===== config.mk =====
export PLATFORM = sky130hd
export DESIGN_NAME = fetch_unit
export DESIGN_NICKNAME = d
export VERILOG_FILES = /design/src/rtl/fetch_unit_pkg.sv /design/src/rtl/fetch_skid_buffer.sv /design/src/rtl/fetch_unit.sv
export SDC_FILE = /design/constraint.sdc
export NUM_CORES = 1
export LEC_CHECK = 0
export CORE_MARGIN = 2
export CORE_UTILIZATION = 30
export CTS_CLUSTER_DIAMETER = 150
export CTS_CLUSTER_SIZE = 25
export DETAILED_ROUTE_END_ITERATION = 12
export GPL_TIMING_DRIVEN = 0
export PLACE_DENSITY = 0.48
export SYNTH_ARGS = -nofsm -noshare
export SYNTH_HDL_FRONTEND = slang
export SYNTH_HIERARCHICAL = 1
export SYNTH_SLANG_ARGS = --single-unit

===== constraint.sdc =====
create_clock -name clk -period 2.15 [get_ports clk]
set_input_delay 0.3225 -clock clk [delete_from_list [all_inputs] [get_ports clk]]
set_output_delay 0.3225 -clock clk [all_outputs]
set_load 0.05 [all_outputs]

===== src/rtl/fetch_unit_pkg.sv =====
// Shared CPU definitions for the fetch stage: instruction width, reset PC,
// NOP encoding and the output-queue occupancy states.
package fetch_unit_pkg;

  localparam int unsigned INSTR_WIDTH      = 32;
  localparam int unsigned RESET_PC_DEFAULT = 0;
  localparam logic [INSTR_WIDTH-1:0] NOP_INSTR = 32'h0000_0013;

  // Occupancy of the out register / skid pair.
  localparam logic [1:0] Q_EMPTY    = 2'd0;
  localparam logic [1:0] Q_OUT      = 2'd1;
  localparam logic [1:0] Q_OUT_SKID = 2'd2;

  function automatic logic [1:0] q_state_of(input logic out_valid, input logic skid_valid);
    if (skid_valid)     return Q_OUT_SKID;
    else if (out_valid) return Q_OUT;
    else                return Q_EMPTY;
  endfunction

endpackage


===== src/rtl/fetch_skid_buffer.sv =====
// Out register plus one-entry skid: absorbs the word still in flight when
// decode stalls, so fetch can stall without losing or reordering words.
module fetch_skid_buffer
  import fetch_unit_pkg::*;
#(
  parameter int OPD_WIDTH = 32
) (
  input  logic                   clk,
  input  logic                   rst,
  input  logic                   flush,
  input  logic                   in_valid,
  input  logic [INSTR_WIDTH-1:0] in_instr,
  input  logic [OPD_WIDTH-1:0]   in_pc,
  input  logic                   out_ready,
  output logic                   out_valid,
  output logic [INSTR_WIDTH-1:0] out_instr,
  output logic [OPD_WIDTH-1:0]   out_pc,
  output logic                   skid_valid
);

  logic [INSTR_WIDTH-1:0] skid_instr_q;
  logic [OPD_WIDTH-1:0]   skid_pc_q;

  logic                   out_valid_n;
  logic [INSTR_WIDTH-1:0] out_instr_n;
  logic [OPD_WIDTH-1:0]   out_pc_n;
  logic                   skid_valid_n;
  logic [INSTR_WIDTH-1:0] skid_instr_n;
  logic [OPD_WIDTH-1:0]   skid_pc_n;
  logic                   transfer;

  assign transfer = out_valid && out_ready;

  always_comb begin
    out_valid_n  = out_valid;
    out_instr_n  = out_instr;
    out_pc_n     = out_pc;
    skid_valid_n = skid_valid;
    skid_instr_n = skid_instr_q;
    skid_pc_n    = skid_pc_q;

    case (q_state_of(out_valid, skid_valid))
      Q_EMPTY: begin
        if (in_valid) begin
          out_valid_n = 1'b1;
          out_instr_n = in_instr;
          out_pc_n    = in_pc;
        end
      end
      Q_OUT: begin
        if (transfer) begin
          out_valid_n = in_valid;
          if (in_valid) begin
            out_instr_n = in_instr;
            out_pc_n    = in_pc;
          end
        end else if (in_valid) begin
          skid_valid_n = 1'b1;
          skid_instr_n = in_instr;
          skid_pc_n    = in_pc;
        end
      end
      Q_OUT_SKID: begin
        // Fetch never issues while the skid is full, so nothing can arrive
        // here unless decode is draining the out register this cycle.
        if (transfer) begin
          out_instr_n  = skid_instr_q;
          out_pc_n     = skid_pc_q;
          skid_valid_n = in_valid;
          if (in_valid) begin
            skid_instr_n = in_instr;
            skid_pc_n    = in_pc;
          end
        end
      end
      default: ;
    endcase

    if (flush) begin
      out_valid_n  = 1'b0;
      skid_valid_n = 1'b0;
      out_instr_n  = NOP_INSTR;
    end
  end

  always_ff @(posedge clk or negedge rst) begin
    if (!rst) begin
      out_valid    <= 1'b0;
      out_instr    <= '0;
      out_pc       <= '0;
      skid_valid   <= 1'b0;
      skid_instr_q <= '0;
      skid_pc_q    <= '0;
    end else begin
      out_valid    <= out_valid_n;
      out_instr    <= out_instr_n;
      out_pc       <= out_pc_n;
      skid_valid   <= skid_valid_n;
      skid_instr_q <= skid_instr_n;
      skid_pc_q    <= skid_pc_n;
    end
  end

endmodule


===== src/rtl/fetch_unit.sv =====
// Instruction fetch: sequential PC with redirect, one-cycle program memory,
// and a skid-buffered valid/ready interface towards decode.
module fetch_unit
  import fetch_unit_pkg::*;
#(
  parameter int          PC_WIDTH  = 8,
  parameter int          OPD_WIDTH = 32,
  parameter int unsigned RESET_PC  = RESET_PC_DEFAULT
) (
  input  logic                   clk,
  input  logic                   rst,
  output logic [PC_WIDTH-1:0]    mem_addr,
  input  logic [INSTR_WIDTH-1:0] mem_data,
  input  logic                   redirect_valid,
  input  logic [OPD_WIDTH-1:0]   redirect_pc,
  input  logic                   id_ready,
  output logic                   if_valid,
  output logic [INSTR_WIDTH-1:0] if_instr,
  output logic [OPD_WIDTH-1:0]   if_pc,
  output logic                   fetch_err
);

  localparam logic [OPD_WIDTH-1:0] RESET_PC_V = OPD_WIDTH'(RESET_PC);

  logic [OPD_WIDTH-1:0] pc_q;
  logic [OPD_WIDTH-1:0] inflight_pc_q;
  logic                 inflight_valid_q;
  logic                 fetch_err_q;
  logic                 skid_valid;
  logic                 issue;

  // Stop issuing once the word in flight has nowhere to go but the skid.
  assign issue = !redirect_valid && !skid_valid
              && !(if_valid && !id_ready && inflight_valid_q);

  assign mem_addr  = pc_q[PC_WIDTH-1:0];
  assign fetch_err = fetch_err_q;

  always_ff @(posedge clk or negedge rst) begin
    if (!rst) begin
      pc_q             <= RESET_PC_V;
      inflight_valid_q <= 1'b0;
      inflight_pc_q    <= '0;
      fetch_err_q      <= 1'b0;
    end else begin
      fetch_err_q <= redirect_valid && (redirect_pc[1:0] != 2'b00);
      if (redirect_valid) begin
        pc_q             <= {redirect_pc[OPD_WIDTH-1:2], 2'b00};
        inflight_valid_q <= 1'b0;
      end else if (issue) begin
        pc_q             <= pc_q + OPD_WIDTH'(4);
        inflight_valid_q <= 1'b1;
        inflight_pc_q    <= pc_q;
      end else begin
        inflight_valid_q <= 1'b0;
      end
    end
  end

  // A redirect flushes the queue; the word returning this cycle is dropped.
  fetch_skid_buffer #(
    .OPD_WIDTH (OPD_WIDTH)
  ) u_skid (
    .clk        (clk),
    .rst        (rst),
    .flush      (redirect_valid),
    .in_valid   (inflight_valid_q),
    .in_instr   (mem_data),
    .in_pc      (inflight_pc_q),
    .out_ready  (id_ready),
    .out_valid  (if_valid),
    .out_instr  (if_instr),
    .out_pc     (if_pc),
    .skid_valid (skid_valid)
  );

endmodule


==> results of run 1 <==
## synthesized netlist by cell type (2+ instances only)
| cell | number | area, µm² |
|---|---|---|
| a211oi_2 | 10 | 125 |
| buf_1 | 3 | 11.3 |
| xnor2_1 | 13 | 114 |
| inv_1 | 2 | 7.51 |
| nand2b_1 | 3 | 18.8 |
| o21ai_1 | 63 | 315 |
| nor2_1 | 7 | 26.3 |
| and4_1 | 2 | 17.5 |
| dfrtp_1 | 192 | 4800 |
| buf_6 | 10 | 113 |
| nor4_1 | 6 | 37.5 |
| a21oi_1 | 34 | 170 |
| nand2_1 | 40 | 150 |
| mux2_4 | 60 | 901 |
| and3_1 | 8 | 50.1 |
| mux2i_1 | 62 | 621 |
| buf_4 | 10 | 75.1 |
| nor2b_1 | 2 | 12.5 |
| and2_1 | 2 | 12.5 |
| and3b_1 | 2 | 17.5 |
| o21ai_0 | 30 | 150 |
| nor3_1 | 3 | 15.0 |
| clkbuf_1 | 19 | 71.3 |
| nand3b_1 | 2 | 15.0 |
| mux2_2 | 33 | 372 |
| nand3_1 | 9 | 45.0 |
| buf_2 | 17 | 85.1 |
| xor2_1 | 17 | 149 |
| mux2_1 | 7 | 78.8 |
| a211oi_1 | 19 | 143 |
| nand4_1 | 9 | 56.3 |
## state kept, by name, indices dropped and copies added, names as in the netlist
name / count
u_skid/skid_valid: 1
inflight_valid_q: 1
pc_q: 30
u_skid/out_instr: 32
u_skid/skid_pc_q: 32
u_skid/skid_instr_q: 32
u_skid/out_valid: 1
fetch_err: 1
u_skid/out_pc: 32
inflight_pc_q: 30
## per-stage QoR
step                hold WS (ns)  setup WS (ns)  total power, µW
finish                     0.385         0.0835            12200
global route               0.407        -0.0337            12900
CTS                        0.355         0.0232            12400
detailed placement         0.362         -0.619             9000
global placement           0.467          -8.89             8960
floorplan                 0.0269         0.0980             7730
## layout make-up
type                       count  area (µm²)
antenna                        2        5.00
buffer                        59         365
clock buffer                  18         439
clock inverter                14         180
fill                        2921       18000
inverter                       2        7.51
multi-input combinational    460        3810
sequential                   192        4810
tap                          390         488
timing repair buffer         140        1420
## timing repair
item / CTS / global route
endpoints found under the setup margin: 38 / 23
gates resized for setup: 8 / 11
hold endpoints to repair: 78 / 0
pin swaps: 0 / 0
buffers inserted: 0 / 0
hold buffers: 1 / 0
## metal layers
layer | wire length, µm | vias up | global-route usage | part of all wire
li1 | - | 2864 | - | -
met1 | 11800 | 2972 | 0.225 | 0.51
met4 | 180 | 0 | 0.0320 | 0.0077
met2 | 10400 | 128 | 0.238 | 0.45
met5 | 0 | - | 0 | 0
met3 | 847 | 12 | 0.0284 | 0.036
## power groups by stage
stage	logic (µW)	registers [µW]	clock network (µW)
finish	3720	5170	3350
global placement	3720	5240	0
floorplan	1720	6000	0
global route	3970	5320	3580
detailed placement	3760	5240	0
CTS	3760	5180	3450
## worst reg2reg max path, delay by kind of cell (launching register included)
family                    cells  cell delay, ns
buffers and inverters         1            0.20
and+or+nand+nor               3            0.89
DFF                           1            0.47
muxes                         1            0.25
xor gates and xnor gates      1            0.14
## kinds of logic after synthesis
family                     share of synthesized area
AOI/OAI and AO/OA                              0.103
and+or+nand+nor                               0.0643
DFF                                            0.538
buffers and inverters                         0.0406
other                                       0.000420
adders and majority gates                    0.00140
muxes                                          0.223
xor gates and xnor gates                      0.0294
## worst paths after layout
path | cells after the start | slack (ns) | to | startpoint
worst max-delay path | 6 | 0.08 | pc_q[29] | inflight_valid_q
worst min-delay path | 3 | 0.38 | u_skid/out_instr[1] | redirect_valid
worst max register to register | 6 | 0.08 | pc_q[29] | inflight_valid_q
worst min register to register | 1 | 0.49 | u_skid/skid_pc_q[24] | u_skid/skid_pc_q[24]
max in group asynchronous | 3 | 0.69 | pc_q[31] | rst
min in group asynchronous | 2 | 0.45 | u_skid/skid_instr_q[27] | rst
==> report_table.html, run 1 <==
<table>
<tr><th>Metric</th><th>Value</th></tr>
<tr><th colspan="2">Logic synthesis</th></tr>
<tr><td>Most common flop cell mapped by yosys</td><td>dfrtp_1</td></tr>
<tr><td>Post-synthesis async set-or-reset flop share</td><td>1.00</td></tr>
<tr><td>Yosys Warn Count</td><td>6</td></tr>
<tr><td>Post-synth EDFFs</td><td>0</td></tr>
<tr><td>Distinct cells, synth</td><td>between 40 and 50</td></tr>
<tr><td>Count of mapped cells out of synthesis</td><td>708</td></tr>
<tr><td>Average footprint of a synthesized cell</td><td>about 13 µm²</td></tr>
<tr><td>Fraction of the yosys area taken by sequential cells</td><td>0.538</td></tr>
<tr><td>Count of state elements after synthesis</td><td>192</td></tr>
<tr><td>Synthesized area</td><td>8930 µm²</td></tr>
<tr><th colspan="2">Placed design</th></tr>
<tr><td>Number of instances in the placed design</td><td>around 1200</td></tr>
<tr><td>Port buffer count</td><td>138</td></tr>
<tr><td>Final HPWL from detailed placement</td><td>about 16000 µm</td></tr>
<tr><td>Post-placement cell area</td><td>about 11000 µm²</td></tr>
<tr><td>Final Wtd Congestion</td><td>around 0.72</td></tr>
<tr><th colspan="2">Die</th></tr>
<tr><td>Overall die area</td><td>31200 µm²</td></tr>
<tr><td>Cell Rows</td><td>63</td></tr>
<tr><td>Die W</td><td>177 µm</td></tr>
<tr><td>Vert. Die Dim</td><td>177 µm</td></tr>
<tr><td>Number of placed I/O pins</td><td>approximately 140</td></tr>
<tr><td>Initial Utilization</td><td>0.303</td></tr>
<tr><td>Placeable core region</td><td>roughly 29000 µm²</td></tr>
<tr><th colspan="2">Clock tree</th></tr>
<tr><td>Root buffer cell</td><td>clkbuf_16</td></tr>
<tr><td>Later-pin clock latency in the skew report</td><td>0.44 ns</td></tr>
<tr><td>H-tree depth</td><td>4</td></tr>
<tr><td>Register clock-pin slew on the reported worst setup and hold paths</td><td>about 0.07 ns</td></tr>
<tr><td>CTS tree</td><td>yes</td></tr>
<tr><td>Sinks on the clock net</td><td>between 150 and 200</td></tr>
<tr><td>Total CTS buffers</td><td>17</td></tr>
<tr><td>Clock tree buffer depth</td><td>2</td></tr>
<tr><th colspan="2">Route</th></tr>
<tr><td>1st-iter DRT viols</td><td>316</td></tr>
<tr><td>Pre-antenna DRT Iters</td><td>5</td></tr>
<tr><td>Post-detailed-route count of antenna-violating nets</td><td>0</td></tr>
<tr><td>DR vias</td><td>5976</td></tr>
<tr><td>Wirelength per Cell</td><td>18.2 µm</td></tr>
<tr><td>Number of remaining DRC errors</td><td>0</td></tr>
<tr><td>Total length of routed wires</td><td>approximately 23000 µm</td></tr>
<tr><td>Per-cell via count in the routed design</td><td>4.68</td></tr>
<tr><th colspan="2">Timing</th></tr>
<tr><td>Tightest slew margin relative to the limit</td><td>0.496</td></tr>
<tr><td>Actual transition at the worst max-transition pin</td><td>approximately 0.76 ns</td></tr>
<tr><td>Final number of max-transition violations</td><td>0</td></tr>
<tr><td>Max Clock Skew</td><td>0.0228 ns</td></tr>
<tr><td>Maximum operating frequency</td><td>484 MHz</td></tr>
<tr><td>Total setup violations reported at the end of the flow</td><td>0</td></tr>
<tr><td>Final worst-path cycle share</td><td>0.961</td></tr>
<tr><td>Unrepaired setup endpoints after global routing</td><td>true</td></tr>
<tr><td>Total negative slack for setup checks</td><td>0 ns</td></tr>
<tr><td>Final count of hold timing violations</td><td>0</td></tr>
<tr><td>Shortest clock period the worst path allows after layout</td><td>2.07 ns</td></tr>
<tr><th colspan="2">Pwr</th></tr>
<tr><td>Clk pwr share</td><td>0.273</td></tr>
<tr><td>Pint</td><td>8030 µW</td></tr>
<tr><td>IR drop worst, VDD</td><td>0.000622 V</td></tr>
<tr><td>Power density normalized to cell area</td><td>between 1000 and 1500 nW/µm²</td></tr>
<tr><td>Share of power burned in registers</td><td>0.423</td></tr>
<tr><td>Combinational cell fraction of total power</td><td>0.304</td></tr>
<tr><td>Fraction of power spent switching nets</td><td>0.344</td></tr>
<tr><td>Leakage power figure</td><td>0.00472 µW</td></tr>
<tr><td>NetSw</td><td>roughly 4200 µW</td></tr>
<tr><th colspan="2">Setup path</th></tr>
<tr><td>Nature of the critical path startpoint</td><td>flop</td></tr>
<tr><td>Data arrival, critical path</td><td>2.38 ns</td></tr>
<tr><td>Critical path class</td><td>reg -&gt; reg</td></tr>
<tr><td>Data required time of the worst path</td><td>2.47 ns</td></tr>
<tr><td>Largest fanout of any net on the critical path</td><td>8</td></tr>
<tr><td>Cells along the critical path</td><td>and3b_1, buf_2, nor4_2, nand4_1, xnor2_1, mux2_2</td></tr>
<tr><td>Family with the most delay on the worst path</td><td>simple AND/OR/NAND/NOR gates</td></tr>
<tr><td>Crit path max-delay cell type</td><td>nor4_2</td></tr>
<tr><td>Category of the worst setup path capture point</td><td>flop</td></tr>
<tr><td>Buffer and inverter count on the worst path</td><td>1</td></tr>
<tr><td>Max incr delay on CP</td><td>0.50 ns</td></tr>
<tr><th colspan="2">Layout</th></tr>
<tr><td>Post-layout nets</td><td>941</td></tr>
<tr><td>Share of post-route cells with drive strength above 1</td><td>0.211</td></tr>
<tr><td>Core utilization of the finished layout</td><td>0.391</td></tr>
<tr><td>Post-layout instance count excluding filler cells</td><td>1277</td></tr>
<tr><td>Area growth syn-to-layout</td><td>29.0%</td></tr>
<tr><td>Leading cell type in the layout, fill and taps excluded</td><td>dfrtp_1</td></tr>
<tr><td>Final instance area</td><td>11500 µm²</td></tr>
<tr><td>Leading cell types in the layout, fill and taps excluded</td><td>dfrtp_1, clkdlybuf4s50_1, o21ai_1</td></tr>
<tr><th colspan="2">Run</th></tr>
<tr><td>Maxcap violations</td><td>0</td></tr>
<tr><th colspan="2">Global route</th></tr>
<tr><td>Antenna violations before repair</td><td>0</td></tr>
<tr><td>Number of global-route vias before repair</td><td>6267</td></tr>
<tr><td>Total global-route track usage</td><td>0.154</td></tr>
<tr><td>First-pass GRT wire length</td><td>37000 µm</td></tr>
<tr><td>Pin count of the biggest net entering global routing</td><td>115</td></tr>
<tr><td>Total grt overflow</td><td>0</td></tr>
<tr><th colspan="2">Outcome</th></tr>
<tr><td>Run status</td><td>finished, final reports clean</td></tr>
<tr><th colspan="2">Worst hold path</th></tr>
<tr><td>Tightest Hold Check Type</td><td>in -&gt; reg</td></tr>
</table>
(Power assumes the default switching activity.)
==> inputs of run 2 (changes only) <==
--- a/config.mk
+++ b/config.mk
@@ -6,12 +6,12 @@
 export NUM_CORES = 1
 export LEC_CHECK = 0
 export CORE_MARGIN = 2
-export CORE_UTILIZATION = 30
+export CORE_UTILIZATION = 35
 export CTS_CLUSTER_DIAMETER = 150
 export CTS_CLUSTER_SIZE = 25
 export DETAILED_ROUTE_END_ITERATION = 12
 export GPL_TIMING_DRIVEN = 0
-export PLACE_DENSITY = 0.48
+export PLACE_DENSITY = 0.54
 export SYNTH_ARGS = -nofsm -noshare
 export SYNTH_HDL_FRONTEND = slang
 export SYNTH_HIERARCHICAL = 1
==> run 2 against run 1 <==
  * Flip-flop and latch count stayed put
  * Sequential power hardly changed
  * Via count is 0.50% higher
  * Sequential share of layout area is 0.25 points higher
  * Non-clock buffer count is 4 higher
  * Global-route usage is 1.8 points higher
  * Highest routed layer is now met5
==> report_table.html, run 2 (synthesis results as in run 1) <==
<table>
<tr><th>Metric</th><th>Value</th></tr>
<tr><th colspan="2">Outcome</th></tr>
<tr><td>Run status</td><td>finished, final reports clean</td></tr>
<tr><th colspan="2">Timing</th></tr>
<tr><td>Shortest clock period the worst path allows after layout</td><td>2.03 ns (-0.0396 ns)</td></tr>
<tr><td>Final number of max-transition violations</td><td>0 (unchanged)</td></tr>
<tr><td>Tightest slew margin relative to the limit</td><td>0.542 (+0.0464)</td></tr>
<tr><td>Hold_ws</td><td>0.359 ns (-0.0257 ns)</td></tr>
<tr><td>Setup WS post-layout</td><td>0.123 ns (+0.0396 ns)</td></tr>
<tr><td>Final count of hold timing violations</td><td>0 (unchanged)</td></tr>
<tr><td>Unrepaired setup endpoints after global routing</td><td>false</td></tr>
<tr><td>Final worst-path cycle share</td><td>0.943 (-0.0184)</td></tr>
<tr><td>Maximum operating frequency</td><td>493 MHz (+2.0%)</td></tr>
<tr><td>Total setup violations reported at the end of the flow</td><td>0 (unchanged)</td></tr>
<tr><td>Max Clock Skew</td><td>0.0137 ns (-0.00907 ns)</td></tr>
<tr><td>Actual transition at the worst max-transition pin</td><td>0.687 ns (-0.0696 ns)</td></tr>
<tr><th colspan="2">Pwr</th></tr>
<tr><td>Final total power</td><td>12100 µW (-1.2%)</td></tr>
<tr><td>Fraction of power spent switching nets</td><td>0.342 (-0.00179)</td></tr>
<tr><td>Combinational cell fraction of total power</td><td>0.308 (+0.004)</td></tr>
<tr><td>Share of power burned in registers</td><td>0.429 (+0.006)</td></tr>
<tr><td>IR drop worst, VDD</td><td>0.000636 V (+2.2%)</td></tr>
<tr><td>Pint</td><td>7950 µW (-0.91%)</td></tr>
<tr><td>Power density normalized to cell area</td><td>1060 nW/µm² (-0.62%)</td></tr>
<tr><td>Leakage power figure</td><td>0.00471 µW (-0.12%)</td></tr>
<tr><td>Clk pwr share</td><td>0.263 (-0.010)</td></tr>
<tr><td>NetSw</td><td>4140 µW (-1.7%)</td></tr>
<tr><th colspan="2">Setup path</th></tr>
<tr><td>Largest fanout of any net on the critical path</td><td>8 (unchanged)</td></tr>
<tr><td>Data required time of the worst path</td><td>2.46 ns (about the same)</td></tr>
<tr><td>Reg2Reg Capture Point</td><td>pc_q[25]</td></tr>
<tr><td>Worst R2R Setup Slack</td><td>0.12 ns (+0.04 ns)</td></tr>
<tr><td>Critical path class</td><td>reg -&gt; reg</td></tr>
<tr><td>Beginning of the worst register-to-register path</td><td>inflight_valid_q</td></tr>
<tr><td>Critical path capture point</td><td>pc_q[25]</td></tr>
<tr><td>Nature of the critical path startpoint</td><td>flop</td></tr>
<tr><td>Category of the worst setup path capture point</td><td>flop</td></tr>
<tr><td>Data arrival, critical path</td><td>2.34 ns (-0.04 ns)</td></tr>
<tr><td>Origin of the worst setup path</td><td>inflight_valid_q</td></tr>
<tr><td>Cell count of the worst reg-to-reg path</td><td>6 (unchanged)</td></tr>
<tr><th colspan="2">Clock tree</th></tr>
<tr><td>Later-pin clock latency in the skew report</td><td>0.44 ns (about the same)</td></tr>
<tr><td>Clock tree buffer depth</td><td>2 (unchanged)</td></tr>
<tr><td>H-tree depth</td><td>4 (unchanged)</td></tr>
<tr><td>Root buffer cell</td><td>clkbuf_16</td></tr>
<tr><td>CTS tree</td><td>yes</td></tr>
<tr><td>Sinks on the clock net</td><td>192 (unchanged)</td></tr>
<tr><td>Total CTS buffers</td><td>17 (unchanged)</td></tr>
<tr><td>Register clock-pin slew on the reported worst setup and hold paths</td><td>0.07 ns (about the same)</td></tr>
<tr><th colspan="2">Global route</th></tr>
<tr><td>Total global-route track usage</td><td>0.172 (+0.0179)</td></tr>
<tr><td>Total grt overflow</td><td>0 (unchanged)</td></tr>
<tr><td>Number of global-route vias before repair</td><td>6150 (-1.9%)</td></tr>
<tr><td>Pin count of the biggest net entering global routing</td><td>68 (-41%)</td></tr>
<tr><td>Antenna violations before repair</td><td>1 (+1)</td></tr>
<tr><td>First-pass GRT wire length</td><td>35500 µm (-4.1%)</td></tr>
<tr><th colspan="2">Layout</th></tr>
<tr><td>Area growth syn-to-layout</td><td>28.2%</td></tr>
<tr><td>Core utilization of the finished layout</td><td>0.456 (+0.0655)</td></tr>
<tr><td>Post-layout nets</td><td>945 (+0.43%)</td></tr>
<tr><td>Leading cell type in the layout, fill and taps excluded</td><td>dfrtp_1</td></tr>
<tr><td>Leading cell types in the layout, fill and taps excluded</td><td>dfrtp_1, clkdlybuf4s50_1, o21ai_1</td></tr>
<tr><td>Final antenna diode count</td><td>0 (-2)</td></tr>
<tr><td>Share of post-route cells with drive strength above 1</td><td>0.215 (+0.00355)</td></tr>
<tr><td>Number of inserted filler cells in the final layout</td><td>2417 (-17%)</td></tr>
<tr><td>Final instance area</td><td>11500 µm² (-0.56%)</td></tr>
<tr><th colspan="2">Placed design</th></tr>
<tr><td>Final Wtd Congestion</td><td>0.770 (+7.2%)</td></tr>
<tr><td>Final HPWL from detailed placement</td><td>15500 µm (-3.0%)</td></tr>
<tr><td>Worst slack at placement</td><td>-0.569 ns (+0.0501 ns)</td></tr>
<tr><td>Post-placement cell area</td><td>10800 µm² (-0.44%)</td></tr>
<tr><td>Port buffer count</td><td>138 (unchanged)</td></tr>
<tr><th colspan="2">Route</th></tr>
<tr><td>Post-detailed-route count of antenna-violating nets</td><td>0 (unchanged)</td></tr>
<tr><td>Total length of routed wires</td><td>22400 µm (-3.7%)</td></tr>
<tr><td>1st-iter DRT viols</td><td>349 (+10%)</td></tr>
<tr><td>Number of remaining DRC errors</td><td>0 (unchanged)</td></tr>
<tr><td>Wirelength per Cell</td><td>18.4 µm (+0.91%)</td></tr>
<tr><td>Per-cell via count in the routed design</td><td>4.93 (+5.3%)</td></tr>
<tr><td>DR vias</td><td>6006 (+0.50%)</td></tr>
<tr><td>Pre-antenna DRT Iters</td><td>4 (-1)</td></tr>
<tr><th colspan="2">Die</th></tr>
<tr><td>Placeable core region</td><td>25100 µm² (-15%)</td></tr>
<tr><td>Cell Rows</td><td>58 (-7.9%)</td></tr>
<tr><td>Vert. Die Dim</td><td>164 µm (-7.2%)</td></tr>
<tr><td>Initial Utilization</td><td>0.356 (+0.0528)</td></tr>
<tr><td>Number of placed I/O pins</td><td>142 (unchanged)</td></tr>
<tr><td>Overall die area</td><td>26800 µm² (-14%)</td></tr>
<tr><td>Die W</td><td>164 µm (-7.2%)</td></tr>
<tr><th colspan="2">Worst hold path</th></tr>
<tr><td>Tightest Hold Check Type</td><td>in -&gt; reg</td></tr>
<tr><th colspan="2">Run</th></tr>
<tr><td>Maxcap violations</td><td>0 (unchanged)</td></tr>
</table>
## run 2: routing by layer
metal / wire length, µm / GRT usage / vias up
met2: 10200 / 0.266 / 113
li1: - / - / 2864
met3: 895 / 0.0359 / 15
met5: 12 / 0 / -
met4: 153 / 0.0323 / 2
met1: 11100 / 0.252 / 3012
## run 2: worst min-delay path by stage
stage / start / to / slack (ns) / depth (start not counted)
finish: id_ready / u_skid/skid_valid / 0.36 / 4
global route: id_ready / u_skid/skid_valid / 0.41 / 4
CTS: redirect_valid / u_skid/out_instr[1] / 0.37 / 3
detailed placement: rst / u_skid/out_pc[28] / 0.30 / 1
global placement: u_skid/skid_pc_q[24] / u_skid/skid_pc_q[24] / 0.47 / 1
floorplan: rst / fetch_err / 0.03 / 0
## run 2: worst max-delay path: stages (launching register included)
cell     delay (ns)
dfrtp_2        0.45
and3b_1        0.20
buf_2          0.19
or4b_4         0.56
nor4_4         0.27
xnor2_1        0.17
o21ai_2        0.06
## run 2: layout make-up
| class | instances | area (µm²) | area share |
|---|---|---|---|
| flip-flops and latches | 192 | 4810 | 0.420 |
| repair buffers | 145 | 1480 | 0.129 |
| plain buffers | 58 | 352 | 0.0307 |
| well taps | 330 | 413 | 0.0360 |
| inverters | 2 | 7.51 | 0.000655 |
| multi-input cells | 460 | 3810 | 0.333 |
| clock inverters | 12 | 119 | 0.0104 |
| clock buffers | 20 | 467 | 0.0407 |
## run 2: power by group through the flow
stage	logic, µW	registers [µW]	clock network (µW)
after CTS	3760	5190	3260
after global placement	3700	5240	0
after detailed placement	3740	5250	0
after global routing	3980	5320	3400
final	3720	5190	3180
after floorplan	1720	6000	0
## run 2: what timing repair did
| action | in CTS | in global routing |
|---|---|---|
| hold buffers | 1 | 0 |
| gates resized for setup | 7 | 5 |
| pin swaps | 0 | 1 |
| setup buffers | 0 | 4 |
| endpoints found under the setup margin | 36 | 15 |
| hold endpoints to repair | 58 | 0 |
## run 2: metrics by stage
stage | cells | TNS (ns)
finish | 1219 | 0
floorplan | 713 | 0
global placement | 1181 | -1527.13
detailed placement | 1183 | -20.64
global route | 1219 | 0
CTS | 1216 | 0
